[config.mk]
export PLATFORM = sky130hd
export DESIGN_NAME = pipeline_run_control
export DESIGN_NICKNAME = d
export VERILOG_FILES = /design/src/rtl/pipeline_ctrl_pkg.sv /design/src/rtl/load_use_detector.sv /design/src/rtl/pipeline_run_control.sv
export SDC_FILE = /design/constraint.sdc
export NUM_CORES = 1
export LEC_CHECK = 0
export CORE_UTILIZATION = 30
export CTS_BUF_LIST = sky130_fd_sc_hd__clkbuf_2
export DETAILED_ROUTE_END_ITERATION = 8
export PLACE_DENSITY_LB_ADDON = 0.3
export SLEW_MARGIN = 10
export SYNTH_ARGS = -nofsm -noshare
export SYNTH_HDL_FRONTEND = slang
export SYNTH_SLANG_ARGS = --single-unit
[constraint.sdc]
create_clock -name i_clk -period 2.7 [get_ports i_clk]
set_input_delay 0.405 -clock i_clk [delete_from_list [all_inputs] [get_ports i_clk]]
set_output_delay 0.405 -clock i_clk [all_outputs]
set_load 0.01 [all_outputs]
[src/rtl/pipeline_ctrl_pkg.sv]
// Shared definitions for the pipeline run/step controller.
// Latency: n/a (types and constants only).
// Backpressure: n/a.
package pipeline_ctrl_pkg;

   // State encodings are visible to the debug unit through o_state, so they are fixed.
   localparam logic [2:0] ST_IDLE_ENC      = 3'd0;
   localparam logic [2:0] ST_RUN_ENC       = 3'd1;
   localparam logic [2:0] ST_STEP_WAIT_ENC = 3'd2;
   localparam logic [2:0] ST_STEP_EXEC_ENC = 3'd3;
   localparam logic [2:0] ST_DRAIN_ENC     = 3'd4;
   localparam logic [2:0] ST_HALTED_ENC    = 3'd5;

   typedef enum logic [2:0] {
      ST_IDLE      = ST_IDLE_ENC,
      ST_RUN       = ST_RUN_ENC,
      ST_STEP_WAIT = ST_STEP_WAIT_ENC,
      ST_STEP_EXEC = ST_STEP_EXEC_ENC,
      ST_DRAIN     = ST_DRAIN_ENC,
      ST_HALTED    = ST_HALTED_ENC
   } run_state_t;

   // Enabled cycles needed to empty ID..WB once HALT has been decoded in ID.
   localparam int DRAIN_CYCLES_DEF = 4;

   // Width of the debug cycle/stall counters.
   localparam int COUNT_BITS_DEF = 32;

endpackage

[src/rtl/load_use_detector.sv]
// Load-use hazard detect: load in EX whose destination feeds an ID-stage source.
// Latency: purely combinational, same cycle.
// Backpressure: none; i_enable gates detection while the pipeline is frozen.
module load_use_detector #(
   parameter int BITS_REGS = 5
)(
   input  logic                 i_enable,
   input  logic                 i_idex_mem_read,
   input  logic [BITS_REGS-1:0] i_idex_rt,
   input  logic [BITS_REGS-1:0] i_ifid_rs,
   input  logic [BITS_REGS-1:0] i_ifid_rt,
   output logic                 o_stall
);

   logic w_rt_nonzero;
   logic w_src_match;

   // Register 0 is hardwired to zero, so a load targeting it never creates a dependency.
   always_comb begin
      w_rt_nonzero = (i_idex_rt != '0);
      w_src_match  = (i_idex_rt == i_ifid_rs) || (i_idex_rt == i_ifid_rt);
      o_stall      = i_enable & i_idex_mem_read & w_rt_nonzero & w_src_match;
   end

endmodule

[src/rtl/pipeline_run_control.sv]
// Run/step sequencer and load-use/branch/HALT hazard control for the 5-stage pipeline.
// Latency: control outputs combinational from state + hazard inputs; state, step_done, counters registered.
// Backpressure: pipeline frozen outside RUN/STEP_EXEC/DRAIN; load-use stall holds PC and IF/ID.
module pipeline_run_control
   import pipeline_ctrl_pkg::*;
#(
   parameter int BITS_REGS    = 5,
   parameter int DRAIN_CYCLES = DRAIN_CYCLES_DEF,
   parameter int COUNT_BITS   = COUNT_BITS_DEF
)(
   input  logic                  i_clk,
   input  logic                  i_reset,
   input  logic                  i_start,
   input  logic                  i_step_mode,
   input  logic                  i_step_req,
   input  logic                  i_halt_detected,
   input  logic                  i_branch_taken,
   input  logic                  i_IDEX_mem_read,
   input  logic [BITS_REGS-1:0]  i_IDEX_rt,
   input  logic [BITS_REGS-1:0]  i_IFID_rs,
   input  logic [BITS_REGS-1:0]  i_IFID_rt,
   output logic                  o_pipe_enable,
   output logic                  o_pc_enable,
   output logic                  o_ifid_write,
   output logic                  o_ifid_flush,
   output logic                  o_idex_bubble,
   output logic                  o_step_done,
   output logic                  o_halted,
   output logic [2:0]            o_state,
   output logic [COUNT_BITS-1:0] o_cycle_count,
   output logic [COUNT_BITS-1:0] o_stall_count
);

   localparam int DRAIN_W = $clog2(DRAIN_CYCLES + 1);

   run_state_t            r_state;
   run_state_t            w_next_state;
   logic [DRAIN_W-1:0]    r_drain_cnt;
   logic                  r_step_done;
   logic [COUNT_BITS-1:0] r_cycle_count;
   logic [COUNT_BITS-1:0] r_stall_count;

   logic w_pipe_enable;
   logic w_stall;
   logic w_pc_enable;
   logic w_ifid_write;
   logic w_ifid_flush;
   logic w_idex_bubble;

   // Moore enable: only the state decides whether stage registers advance.
   always_comb begin
      w_pipe_enable = (r_state == ST_RUN) || (r_state == ST_STEP_EXEC) || (r_state == ST_DRAIN);
   end

   load_use_detector #(
      .BITS_REGS (BITS_REGS)
   ) u_load_use (
      .i_enable        (w_pipe_enable),
      .i_idex_mem_read (i_IDEX_mem_read),
      .i_idex_rt       (i_IDEX_rt),
      .i_ifid_rs       (i_IFID_rs),
      .i_ifid_rt       (i_IFID_rt),
      .o_stall         (w_stall)
   );

   // Next state and hazard priority: stall beats HALT beats branch; a stalled HALT is re-seen next cycle.
   always_comb begin
      w_next_state  = r_state;
      w_pc_enable   = 1'b0;
      w_ifid_write  = 1'b0;
      w_ifid_flush  = 1'b0;
      w_idex_bubble = 1'b0;
      case (r_state)
         ST_IDLE: begin
            if (i_start) begin
               w_next_state = i_step_mode ? ST_STEP_WAIT : ST_RUN;
            end
         end
         ST_RUN, ST_STEP_EXEC: begin
            // A step always returns to waiting after its single enabled cycle.
            if (r_state == ST_STEP_EXEC) begin
               w_next_state = ST_STEP_WAIT;
            end
            if (w_stall) begin
               w_idex_bubble = 1'b1;
            end else if (i_halt_detected) begin
               w_ifid_flush = 1'b1;
               w_next_state = ST_DRAIN;
            end else if (i_branch_taken) begin
               w_pc_enable  = 1'b1;
               w_ifid_write = 1'b1;
               w_ifid_flush = 1'b1;
            end else begin
               w_pc_enable  = 1'b1;
               w_ifid_write = 1'b1;
            end
         end
         ST_STEP_WAIT: begin
            if (i_step_req) begin
               w_next_state = ST_STEP_EXEC;
            end
         end
         ST_DRAIN: begin
            // Keep feeding NOPs behind the HALT; a bubble is still honoured if ever requested.
            w_ifid_flush  = 1'b1;
            w_idex_bubble = w_stall;
            if (r_drain_cnt == DRAIN_W'(1)) begin
               w_next_state = ST_HALTED;
            end
         end
         ST_HALTED: begin
            w_next_state = ST_HALTED;
         end
         default: begin
            w_next_state = ST_IDLE;
         end
      endcase
   end

   // State register, drain down-counter, step-done pulse and debug counters.
   always_ff @(posedge i_clk) begin
      if (i_reset) begin
         r_state       <= ST_IDLE;
         r_drain_cnt   <= '0;
         r_step_done   <= 1'b0;
         r_cycle_count <= '0;
         r_stall_count <= '0;
      end else begin
         r_state     <= w_next_state;
         r_step_done <= (r_state == ST_STEP_EXEC);
         if ((w_next_state == ST_DRAIN) && (r_state != ST_DRAIN)) begin
            r_drain_cnt <= DRAIN_W'(DRAIN_CYCLES);
         end else if (r_state == ST_DRAIN) begin
            r_drain_cnt <= r_drain_cnt - DRAIN_W'(1);
         end
         if (w_pipe_enable) begin
            r_cycle_count <= r_cycle_count + COUNT_BITS'(1);
         end
         if (w_stall) begin
            r_stall_count <= r_stall_count + COUNT_BITS'(1);
         end
      end
   end

   // Output assignments.
   always_comb begin
      o_pipe_enable = w_pipe_enable;
      o_pc_enable   = w_pc_enable;
      o_ifid_write  = w_ifid_write;
      o_ifid_flush  = w_ifid_flush;
      o_idex_bubble = w_idex_bubble;
      o_step_done   = r_step_done;
      o_halted      = (r_state == ST_HALTED);
      o_state       = r_state;
      o_cycle_count = r_cycle_count;
      o_stall_count = r_stall_count;
   end

endmodule
==> metrics.cfg, run 1 <==
[sta]
final-setup-viol-count = 0
period_needed_ns = 2.58
maxSlewViolCount = 0
clock.fmax_mhz = 388
max_slew_margin_pct = 57.1
rsz0062_at_grt = false
setup_ws_ns = 0.121
skew_ns = 0.0126
tightestPinTransition_ns = 0.641
finalCritPeriodShare_pct = 95.5
holdWs_ns = 0.225
fin_setup_tns_ns = 0
hold_viol = 0

[die]
die_h_um = 115
initial_core_util_pct = 31.4
die-area_mm2 = 0.0132
row_count = 40
io-pin-count = 97
core_mm2 = 0.0122
die_x_um = 115

[logic_synthesis]
synth_fa_ha_area_share_pct = 1.31
synth_top_area_share_pct = 37.1
synth_top_family_by_area = simple AND/OR/NAND/NOR gates
synth_top_cell_by_area = dfxtp_1
synth_xor_area_share_pct = 5.26
ys_seq_area_share_pct = 37.1
synth_top_cells_by_area = dfxtp_1 37%, mux2_2 4.4%, nor2_1 3.7%
netlist_area_mm2 = 0.00383
ys_ff_latch = 71
netlist-cell-type-count = 51
synth.area.mux_share_pct = 4.97
synth_flop_cell = dfxtp_1
syn-mean-instance-area_um2 = 8.38
syn_inst = 457
synth_edf_count = 0
ys_warn_count = 0
yosys.area_share.simple_pct = 32.0
synthesis.nets = 484
synth_compound_gate_area_share_pct = 15.1
async_flop_share_pct = 0

[worst_setup_path]
cp_cell_sequence = clkdlybuf4s50_1 > or4_1 > o21a_1 > nand2_2 > nor2_2 > nor3_1 > dlygate4sd2_1
crit_cells = 7
crit_family = simple AND/OR/NAND/NOR gates
path_max_fanout = 4
crit_buf_inv = 2
start_kind = input pin
critPathMaxStageDelay_ns = 0.52
reg2reg_depth = 5
r2r_slack_ns = 0.49
crit_type = in -> out
worstPathRequired_ns = 2.30
cp.arrival_ns = 2.17
r2r-end = o_stall_count[25]
end_kind = primary output
cp_slowest_cell = or4_1
worstReg2RegStart = o_stall_count[6]

[routing]
ant_nets = 0
wl_met3_um = 630
topRoutingLayerUsed = met4
routedWlPerCell_um = 14.8
vias = 3850
drtPass1Iterations = 4
wl_met2_um = 4940
vias_per_cell = 5.27
drtIter0Drc = 235
drc = 0
wl_met1_um = 5090
routed_wl_um = 10800

[power_and_ir_drop]
combPwrFrac_pct = 11.1
p_switching_mw = 0.503
p_per_area_mw_per_mm2 = 362
power_mw = 1.87
irDropWorstVdd_uv = 231
power.share.clock_pct = 31.4
p_int_mw = 1.36
p_leak_nw = 1.75
p_seq_share_pct = 57.5
p_sw_share_pct = 27.0

[clock_network]
postCtsSetupRepairBufs = 0
cts_buffers = 9
hold_buffers = 0
clockBufferDepth = 2
insertion_delay_ns = 0.50
cts_sinks = 71
cts_tree = done
h-tree-depth = 3
cts.clk_slew.worst_paths_ns = 0.19
root_buffer = clkbuf_2

[final_layout]
instances_no_fill = 730
fill_cells = 1290
multiInputGateArea_mm2 = 0.00226
seqCellArea_mm2 = 0.00143
areaGrowthSynthToFinish_pct = 34.5
nNetsFinal = 583
final_layout_size_suffix_gt1_share_pct = 14.1

[placed_design]
io_buffer_count = 96
gp_congestion = 0.791
post-place-cells = 713
post-place-ws_ns = -0.197
dpl.hpwl_um = 7520

[global_route]
grt_first_pass_wirelength_um = 17500
grt_overflow_total = 0
grt_pass1_vias = 3580
grt_start_max_net_pins = 55
grt_antenna_before_repair = 1
grtUsageTotal_pct = 16.7

[hold_path]
min_path_cells = 4
hold_end = r_drain_cnt[2]
hp-class = in -> reg
hold_start = i_reset

[outcome]
outcome = finished clean

[flow_run]
max-cap-violations = 0

[layer usage]
| layer | vias to the layer above | global-route usage, % |
|---|---|---|
| met4 | 0 | 6.49 |
| li1 | 1896 | - |
| met5 | - | 0 |
| met1 | 1844 | 21.7 |
| met3 | 11 | 4.38 |
| met2 | 99 | 26.5 |
[power groups by stage]
stage	clock network, mW	registers (mW)	logic [mW]
CTS	0.611	1.07	0.209
detailed placement	0	1.09	0.207
global placement	0	1.09	0.203
floorplan	0	1.09	0.111
global route	0.659	1.08	0.228
finish	0.585	1.07	0.207
[worst register-to-register path, cell delays in order, from the launching register on]
cell,delay (ns)
dfxtp_1,0.48
and4_1,0.40
and4_1,0.30
nand3_1,0.24
nor4_1,0.33
mux2_2,0.37
[how the worst max path moves through the flow]
stage / slack, ns / endpoint / start
2_1_floorplan: 0.21 / o_pc_enable / i_IDEX_rt[1]
3_3_place_gp: -0.14 / o_pc_enable / i_IDEX_rt[1]
3_5_place_dp: -0.20 / o_pc_enable / i_IDEX_rt[1]
4_1_cts: 0.1 / o_pc_enable / i_IDEX_rt[1]
5_1_grt: 0.001 / o_pipe_enable / o_state[1]
6_report: 0.12 / o_pc_enable / i_IDEX_rt[1]
[cells in the final DEF (no fill, tap or decap), drive strengths merged, types with 4 or more instances in the layout]
cell and n:
clkdlybuf4s50 91, dfxtp 71, nor2 39, nand2 29, a21oi 27, nand3 25, buf 22, nor4 20
o21ai 16, nor2b 16, nand4 16, mux2 16, or2 15, o311ai 13, o41ai 13, xnor2 12
inv 12, or3 12, xor2 11, clkbuf 10, and3 9, and4 9, or4 8, o31ai 6
nor3 5, clkinv 5, ha 4, dlygate4sd2 4
[logic make-up (layout without fill, tap and decap cells)]
family | after synthesis | in the layout
buffers and inverters | 41 | 145
AND/OR/NAND/NOR | 215 | 215
adder cells (fa/ha/maj) | 4 | 4
flip-flops | 71 | 71
XOR/XNOR | 23 | 23
other | 0 | 1
AO/OA/AOI/OAI | 86 | 86
multiplexers | 17 | 17
[cell usage after synthesis (2+ instances only)]
cell type  count
dfxtp_1       71
nor2_1        38
nand2_1       28
a21oi_1       27
nand3_1       25
clkbuf_1      22
nor4_1        19
nand4_1       16
nor2b_1       16
o21ai_0       16
mux2_2        15
o311ai_0      13
o41ai_1       13
or2_2         13
xnor2_1       12
inv_1         11
or3_1         11
xor2_1        11
and3_1         9
and4_1         9
or4_1          8
buf_2          6
o31ai_1        6
nor3_1         5
ha_1           4
a31o_2         2
and2_1         2
nand2b_1       2
nand3b_1       2
o2111ai_1      2
o211ai_1       2
o21a_1         2
[cell type report]
cell class                      instances  area share (%)
Multi-Input combinational cell        345            43.8
Sequential cell                        71            27.7
Timing Repair Buffer                  117            21.5
Tap cell                              168            4.08
Clock inverter                          6           0.996
Clock buffer                           10           0.971
Inverter                               12           0.874
Antenna cell                            1          0.0486
[state kept, by name, indices dropped and copies added, names as in the netlist]
signal         count
o_cycle_count     32
o_stall_count     32
o_state            3
o_step_done        1
r_drain_cnt        3
[through the flow]
step                      util (%)  area [um^2]
after global routing          42.2         5150
after global placement        41.3         5040
after CTS                     42.2         5150
final                         42.2         5150
after detailed placement      41.3         5040
after floorplan                  -         3830
[timing repair]
item / CTS / global route
pin swaps: 0 / 0
resized for setup: 8 / 1
endpoints found under the setup margin: 4 / 1
endpoints found under the hold margin: 0 / 0
(Power assumes the default switching activity.)
==> inputs of run 2 (changes only) <==
- RECOVER_POWER: default -> 50
==> run 2 against run 1 <==
Utilization down 0.30 points. Sequential power hardly changed. Clock-buffer cell count unchanged. Cell count unchanged. Worst setup slack got worse by 0.0092 ns. First-iteration DRC count decreased by 9.4%. Power shrank 0.31%. Largest power group unchanged.
==> metrics.cfg, run 2 (same netlist as run 1, synthesis figures left out) <==
[outcome]
outcome = finished clean

[global_route]
grt_overflow_total = 0
grt_start_max_net_pins = 55
grt_antenna_before_repair = 1
grt_first_pass_wirelength_um = 17500
grtUsageTotal_pct = 16.7
grt_pass1_vias = 3580

[clock_network]
root_buffer = clkbuf_2
cts_tree = done
h-tree-depth = 3
cts.clk_slew.worst_paths_ns = 0.19
cts_buffers = 9
cts_sinks = 71
hold_buffers = 0
insertion_delay_ns = 0.50
postCtsSetupRepairBufs = 0
clockBufferDepth = 2

[final_layout]
seqCellArea_mm2 = 0.00143
fill_cells = 1303
nNetsFinal = 583
fin_util_pct = 41.9
mostFrequentLayoutCells = 69 x dfxtp_1, 52 x clkdlybuf4s50_1, 39 x nor2_1, 39 x dlygate4sd3_1, 28 x nand2_1
final_common_cell = dfxtp_1
instances_no_fill = 730
areaGrowthSynthToFinish_pct = 33.6
final_layout_size_suffix_gt1_share_pct = 12.8
multiInputGateArea_mm2 = 0.00225

[power_and_ir_drop]
p_leak_nw = 1.85
p_sw_share_pct = 26.9
p_per_area_mw_per_mm2 = 363
irDropWorstVdd_uv = 231
p_seq_share_pct = 57.7
p_switching_mw = 0.500
power.share.clock_pct = 31.3
p_int_mw = 1.36
combPwrFrac_pct = 11.0

[sta]
tightestPinTransition_ns = 0.715
clock.fmax_mhz = 386
max_slew_margin_pct = 51.9
rsz0062_at_grt = false
finalCritPeriodShare_pct = 95.9
final-setup-viol-count = 0
hold_viol = 0
skew_ns = 0.0137
period_needed_ns = 2.59
maxSlewViolCount = 0

[die]
die_h_um = 115
die-area_mm2 = 0.0132
initial_core_util_pct = 31.4
core_mm2 = 0.0122
io-pin-count = 97
row_count = 40
die_x_um = 115

[flow_run]
max-cap-violations = 0

[worst_setup_path]
start_kind = input pin
crit_type = in -> out
critPathMaxStageDelay_ns = 0.52
path_max_fanout = 4
end_kind = primary output
cp_cell_sequence = clkdlybuf4s50_1 > or4_1 > o21a_1 > nand2_2 > nor2_1 > nor3_1 > dlygate4sd2_1
cp.arrival_ns = 2.18
worstPathRequired_ns = 2.30
cp_slowest_cell = or4_1

[routing]
routed_wl_um = 10800
drtIter0Drc = 213
vias_per_cell = 5.29
vias = 3861
ant_nets = 0
routedWlPerCell_um = 14.8
drc = 0
drtPass1Iterations = 4

[placed_design]
dpl.hpwl_um = 7520
io_buffer_count = 96
post-place-cells = 713
gp_congestion = 0.791

[hold_path]
hp-class = in -> reg

## run 2: cell types whose count changed in the layout (fill, tap and decap cells not counted), sizes merged
cell           change
clkdlybuf4s50     -39
clkbuf             +7
buf                -7
dlygate4sd3       +39
## run 2: final cells by class
class	count	share of cell area [%]
clock inverters	6	1.00
diodes	1	0.0489
multi-input cells	345	43.9
flip-flops and latches	71	27.9
inverters	12	0.880
repair buffers	117	21.2
clock buffers	10	0.978
well taps	168	4.11
## run 2: what timing repair did
action,CTS,global route
gates resized for setup,8,1
cloned,0,0
setup endpoints to repair,4,1
## run 2: worst max-delay path, delay by kind of cell
| family | cells | cell delay (ns) |
|---|---|---|
| AO/OA/AOI/OAI | 1 | 0.21 |
| buffers and inverters | 2 | 0.72 |
| AND/OR/NAND/NOR | 4 | 0.86 |
## run 2: path summary, 6_finish.rpt
kind	startpoint	cells past startpoint	endpoint	slack (ns)
worst max register to register	o_state[1]	6	o_cycle_count[25]	0.39
worst min register to register	o_cycle_count[1]	2	o_cycle_count[1]	0.53
worst max-delay path	i_IDEX_rt[1]	7	o_pc_enable	0.11
worst min-delay path	i_reset	4	r_drain_cnt[2]	0.22
## run 2: per-layer routing
metal | share of wire, % | global-route usage (%) | routed length, um | vias to the layer above
li1 | - | - | - | 1904
met1 | 46 | 21.7 | 4970 | 1845
met2 | 46 | 26.5 | 4970 | 98
met3 | 6.5 | 4.38 | 703 | 14
met4 | 1.6 | 6.49 | 174 | 0
met5 | 0 | 0 | 0 | -
## run 2: through the flow
stage	area, um^2	hold slack, ns	setup TNS [ns]	power [mW]	setup slack, ns
2_1_floorplan	3830	0.504	0	1.20	0.206
3_3_place_gp	5040	0.499	-0.397	1.30	-0.138
3_5_place_dp	5040	0.507	-0.570	1.30	-0.197
4_1_cts	5150	0.195	0	1.89	0.0968
5_1_grt	5120	0.194	0	1.96	0.00579
6_report	5120	0.222	0	1.86	0.112
## run 2: power by group through the flow
stage	sequential [mW]	clock, mW	combinational, mW
finish	1.07	0.583	0.204
global route	1.08	0.659	0.225
CTS	1.07	0.611	0.209
detailed placement	1.09	0	0.207
global placement	1.09	0	0.203
floorplan	1.09	0	0.111
==> inputs of run 3 (changes only) <==
- CORE_MARGIN: default -> 2
- SYNTH_HIERARCHICAL: default -> 1
- clock period: 2.7 -> 2.3 ns (I/O delays scaled with it)
==> run 3 against run 2 <==
The flow now finishes with violations (negative setup slack). Register-to-register slack worse by 0.49 ns. Wire length down 5.0%. Cell count down 4.4%. Final area up 4.5%. Critical path depth up 4. Clock power up 22%. Sequential share of layout area down 1.2 points. Clock-buffer cell count down 1. Global-route usage down 1.0 points. Hold slack better by 0.037 ns. First-iteration DRC count down 1.9%.
==> metrics.cfg, run 3 <==
[final_layout]
fin_util_pct = 44.9
areaGrowthSynthToFinish_pct = 47.1
diodes = 0
final_common_cell = dfxtp_1
nNetsFinal = 573
final_layout_size_suffix_gt1_share_pct = 20.7
fin_area_mm2 = 0.00535
mostFrequentLayoutCells = 68 x dfxtp_1, 53 x clkdlybuf4s50_1, 34 x nor2_1, 34 x dlygate4sd3_1, 33 x buf_4

[outcome]
outcome = finished, violations left
violations = negative setup slack

[routing]
vias = 3694
vias_per_cell = 5.29
drtIter0Drc = 209
routed_wl_um = 10300
drtPass1Iterations = 4
routedWlPerCell_um = 14.7
drc = 0
ant_nets = 0

[worst_setup_path]
worstPathRequired_ns = 2.79
start_kind = register
end_kind = register
path_max_fanout = 8
cp.arrival_ns = 2.89
crit_type = reg -> reg

[logic_synthesis]
synth_top_cells_by_area = dfxtp_1 39%, a21oi_1 5.4%, or4_1 5.4%
netlist_area_mm2 = 0.00364
synth_top_area_share_pct = 39.1
async_flop_share_pct = 0
synth_edf_count = 0
ys_seq_area_share_pct = 39.1
netlist-cell-type-count = 45
ys_ff_latch = 71
synth_most_common_cell = dfxtp_1
syn_inst = 421
synthesis.nets = 448
synth_top_cell_by_area = dfxtp_1
synth_flop_cell = dfxtp_1
ys_warn_count = 6
syn-mean-instance-area_um2 = 8.64
synth_common_cells = 71 x dfxtp_1, 39 x a21oi_1, 34 x nor2_1

[sta]
skew_ns = 0.0474
setup_ws_ns = -0.0951
max_slew_margin_pct = 63.1
maxSlewViolCount = 0
tightestPinTransition_ns = 0.553
rsz0062_at_grt = true
fin_setup_tns_ns = -0.652
finalCritPeriodShare_pct = 104
hold_viol = 0
period_needed_ns = 2.40
clock.fmax_mhz = 418
final-setup-viol-count = 11

[clock_network]
clockBufferDepth = 2
cts_buffers = 9
root_buffer = clkbuf_2
h-tree-depth = 3
hold_buffers = 0
cts_tree = done
cts_sinks = 71
cts.clk_slew.worst_paths_ns = 0.23
insertion_delay_ns = 0.55

[global_route]
grt_first_pass_wirelength_um = 16400
grt_overflow_total = 0
grt_start_max_net_pins = 28
grt_antenna_before_repair = 0
grtUsageTotal_pct = 15.7
grt_pass1_vias = 3436

[placed_design]
placed_cell_area_mm2 = 0.00495
gp_congestion = 0.829
post-place-ws_ns = -0.612
dpl.hpwl_um = 7120
io_buffer_count = 96

[hold_path]
hp-class = in -> reg

[die]
row_count = 40
initial_core_util_pct = 30.5
die-area_mm2 = 0.0130
core_mm2 = 0.0119
io-pin-count = 97
die_x_um = 114
die_h_um = 114

[flow_run]
max-cap-violations = 0

[power_and_ir_drop]
p_per_area_mw_per_mm2 = 414
p_leak_nw = 1.85
irDropWorstVdd_uv = 218

## run 3: cell types whose count changed in the layout (fill, tap and decap cells not counted), moves of 12 or more
cell	previous run	this run
buf_4	14	33
nor4_1	19	2
o311ai_0	13	0
o31ai_1	6	18
or2_2	13	0
## run 3: final timing paths
| check | slack (ns) | cells past startpoint | startpoint | endpoint |
|---|---|---|---|---|
| min reg2reg | 0.51 | 1 | r_drain_cnt[2] | r_drain_cnt[2] |
| max reg2reg | -0.1 | 11 | o_state[2] | o_stall_count[18] |
| max | -0.1 | 11 | o_state[2] | o_stall_count[18] |
| min | 0.26 | 2 | i_reset | o_stall_count[29] |
## run 3: logic make-up (layout without fill, tap and decap cells)
kind of cell / after synthesis / in the layout / synth area share (%)
buffers and inverters: 40 / 169 / 5.02
muxes: 7 / 7 / 2.10
xor gates and xnor gates: 32 / 32 / 7.71
adders and majority gates: 4 / 4 / 1.38
DFF: 71 / 71 / 39.1
AOI/OAI and AO/OA: 94 / 94 / 17.0
and+or+nand+nor: 173 / 174 / 27.8
## run 3: layout make-up
type	count	area (um^2)
multi-input cells	311	2300
fillers	1169	6560
inverters	14	52.6
flip-flops and latches	71	1430
repair buffers	139	1280
clock buffers	9	45.0
well taps	147	184
clock inverters	7	63.8
## run 3: repair_timing
| item | CTS | global route |
|---|---|---|
| pin swaps | 4 | 20 |
| endpoints found under the hold margin | 0 | 0 |
| gates resized for setup | 40 | 34 |
| endpoints found under the setup margin | 23 | 24 |
| gates cloned | 0 | 1 |
| buffers inserted | 7 | 3 |
## run 3: critical path, stage by stage (launching register included)
cell and delay, ns:
dfxtp_2 0.37, or3b_4 0.42, nand2_8 0.07, o211ai_2 0.07, a21oi_2 0.20, buf_4 0.16
buf_6 0.09, and3_4 0.21, nand2_8 0.08, buf_6 0.17, or4_1 0.39, a21oi_1 0.12
## run 3: metrics by stage
stage	total power, mW	std cells	hold slack [ns]
after global routing	2.32	698	0.216
final	2.22	698	0.259
after global placement	1.52	671	0.478
after floorplan	1.41	421	0.453
after detailed placement	1.52	671	0.474
after CTS	2.24	694	0.234
## run 3: power by group
group	switching (mW)	internal [mW]	total [mW]	leakage [nW]
sequential	0.0119	1.25	1.26	0.574
clock	0.471	0.242	0.714	0.0684
combinational	0.121	0.121	0.242	1.20
total	0.604	1.61	2.22	1.85
## run 3: per-layer routing
layer | GRT usage (%) | vias up | routed length, um
met1 | 20.1 | 1752 | 4680
met3 | 4.92 | 10 | 621
met5 | 0 | - | 0
li1 | - | 1838 | -
met2 | 24.8 | 94 | 4870
met4 | 5.69 | 0 | 113
==> edit: new RTL, settings of run 1 <==
Make the reset (`i_reset`) asynchronous in one clocked block.
--- a/src/rtl/pipeline_run_control.sv
+++ b/src/rtl/pipeline_run_control.sv
@@ -120,3 +120,3 @@
    // State register, drain down-counter, step-done pulse and debug counters.
-   always_ff @(posedge i_clk) begin
+   always_ff @(posedge i_clk or posedge i_reset) begin
       if (i_reset) begin
Function: differs if i_reset is asserted again (counterexample within 4 cycles, from zero or initial values and one cycle with i_reset high); with i_reset held inactive, the same outputs for 10 cycles.
==> edit against run 1 <==
- die area shrank 10%
- non-clock buffer count down 9
- wire length decreased by 28%
- sequential share of layout area up 9.8 points
- worst setup slack worse by 0.027 ns
- first-iteration DRC count shrank 51%
- final area fell by 8.0%
- via count shrank 30%
- sequential cell count did not move
- synthesized area is 11% lower
Power is not compared: it rests on default switching activity, and its combinational part moved more than twofold at a synthesized area within 25%.
==> edit: results <==
export IMPL_cts_clock_pin_slew_for_the_worst_setup_and_hold_paths_ns=0.23
export IMPL_timing_clock_skew_ns=0.0353
export IMPL_maxSlewHeadroom=0.507
export IMPL_diodes=0
export IMPL_final_fill_count=1090
export IMPL_r2r_cells=6
export IMPL_grt_max_degree=40
export IMPL_final_antenna_net_count=0
export IMPL_half_perimeter_wire_length_after_placement_um=5580
export IMPL_synthCells=325
export IMPL_gpl_final_weighted_congestion=0.836
export IMPL_ys_top_cells_by_count="71 x sky130_fd_sc_hd__dfrtp_1, 38 x sky130_fd_sc_hd__xor2_1, 34 x sky130_fd_sc_hd__xnor2_1"
export IMPL_synthArstFlopShare=1.00
export IMPL_synthDistinctLibCells=42
export IMPL_post_route_hold_slack_ns=0.338
export IMPL_final_layout_size_suffix_gt1_frac=0.0973
export IMPL_detailedPlace_worstSlack_ns=-0.185
export IMPL_r2r_setup_slack_ns=0.46
export IMPL_cts_buffers_inserted=9
export IMPL_finalNetCount=465
export IMPL_cts_max_path_buffers=2
export IMPL_setup_worst_path_start="i_IDEX_rt[0]"
export IMPL_crit_path_end="o_ifid_flush"
export IMPL_r2r_end="o_stall_count[24]"
export IMPL_ratio_of_routed_vias_to_standard_cells=4.66
export IMPL_post_place_cells=566
export IMPL_routed_wl_um=7760
export IMPL_globalRouteTotalUtil=0.142
export IMPL_layout_setup_ws_ns=0.0940
export IMPL_hold_class="primary input to async pin"
export IMPL_grt_pass1_vias=2722
export IMPL_post_layout_nonfiller_instances=582
export IMPL_reg2reg_from="o_state[1]"
export IMPL_dr_pass1_iters=4
export IMPL_placed_area_mm2=0.00462
export IMPL_grt_first_pass_wirelength_um=13100
export IMPL_critPathMaxFanout=2
export IMPL_synth_seq_area_share=0.519
export IMPL_outcome="finished, final reports clean"
export IMPL_synth_warnings=0
export IMPL_leakagePower_nw=2.11
export IMPL_synth_net_count=352
export IMPL_htreeDepth=3
export IMPL_ys_top_cells_by_area="sky130_fd_sc_hd__dfrtp_1 52%, sky130_fd_sc_hd__xor2_1 9.7%, sky130_fd_sc_hd__xnor2_1 8.7%, sky130_fd_sc_hd__nor2_1 3.4%, sky130_fd_sc_hd__nand4_1 3.3%"
export IMPL_grt_antenna_before_repair=0
export IMPL_first_iter_violations=115
[edit: changes by cell type after synthesis, moves of 14 or more]
cell / run 1 / this run
sky130_fd_sc_hd__mux2_2: 15 / 1
sky130_fd_sc_hd__xor2_1: 11 / 38
sky130_fd_sc_hd__dfxtp_1: 71 / 0
sky130_fd_sc_hd__nor4_1: 19 / 1
sky130_fd_sc_hd__dfrtp_1: 0 / 71
sky130_fd_sc_hd__nor2b_1: 16 / 0
sky130_fd_sc_hd__clkbuf_1: 22 / 2
sky130_fd_sc_hd__xnor2_1: 12 / 34
sky130_fd_sc_hd__a21oi_1: 27 / 2
[edit: worst max-delay path, cell delays in order]
cell and delay [ns]:
sky130_fd_sc_hd__clkdlybuf4s50_1 0.43, sky130_fd_sc_hd__buf_4 0.15, sky130_fd_sc_hd__xor2_1 0.16, sky130_fd_sc_hd__nor3_2 0.17
sky130_fd_sc_hd__a22oi_2 0.10, sky130_fd_sc_hd__or2_2 0.31, sky130_fd_sc_hd__nand2_1 0.10, sky130_fd_sc_hd__o21ai_0 0.08
sky130_fd_sc_hd__dlygate4sd2_1 0.29
[edit: layer usage]
| metal | track usage | share of wire |
|---|---|---|
| met1 | 0.189 | 0.47 |
| met2 | 0.220 | 0.47 |
| met5 | 0 | 0 |
| met4 | 0.0502 | 0.0094 |
| met3 | 0.0412 | 0.045 |
[edit: cells by family after synthesis]
| group | Yosys count | synth area share |
|---|---|---|
| muxes | 1 | 0.00329 |
| DFF | 71 | 0.519 |
| xor gates and xnor gates | 72 | 0.184 |
| and+or+nand+nor | 143 | 0.223 |
| adders and majority gates | 4 | 0.0146 |
| buffers and inverters | 17 | 0.0226 |
| AOI/OAI and AO/OA | 17 | 0.0332 |
[edit: area by class of cell]
type | count | area [µm²] | area share
multi-input cells | 237 | 1580 | 0.333
clock buffers | 9 | 45.0 | 0.00950
flip-flops and latches | 71 | 1780 | 0.375
inverters | 11 | 42.5 | 0.00897
well taps | 140 | 175 | 0.0369
repair buffers | 108 | 1060 | 0.223
clock inverters | 6 | 62.6 | 0.0132
[edit: power by group through the flow]
stage               logic [W]  registers (W)  clock network [W]
floorplan            0.000390        0.00133                  0
global placement     0.000757        0.00133                  0
detailed placement   0.000763        0.00133                  0
CTS                  0.000767        0.00132           0.000624
global route         0.000856        0.00133           0.000657
finish               0.000773        0.00131           0.000586
[edit: through the flow]
stage | total power [W] | setup TNS (ns)
2_1_floorplan | 0.00172 | 0
3_3_place_gp | 0.00209 | -0.521
3_5_place_dp | 0.00209 | -0.713
4_1_cts | 0.00271 | 0
5_1_grt | 0.00285 | 0
6_report | 0.00267 | 0
[edit: repair_timing]
item | 4_1_cts | 5_1_grt
resized for setup | 6 | 2
setup endpoints to repair | 5 | 4
setup buffers | 0 | 1
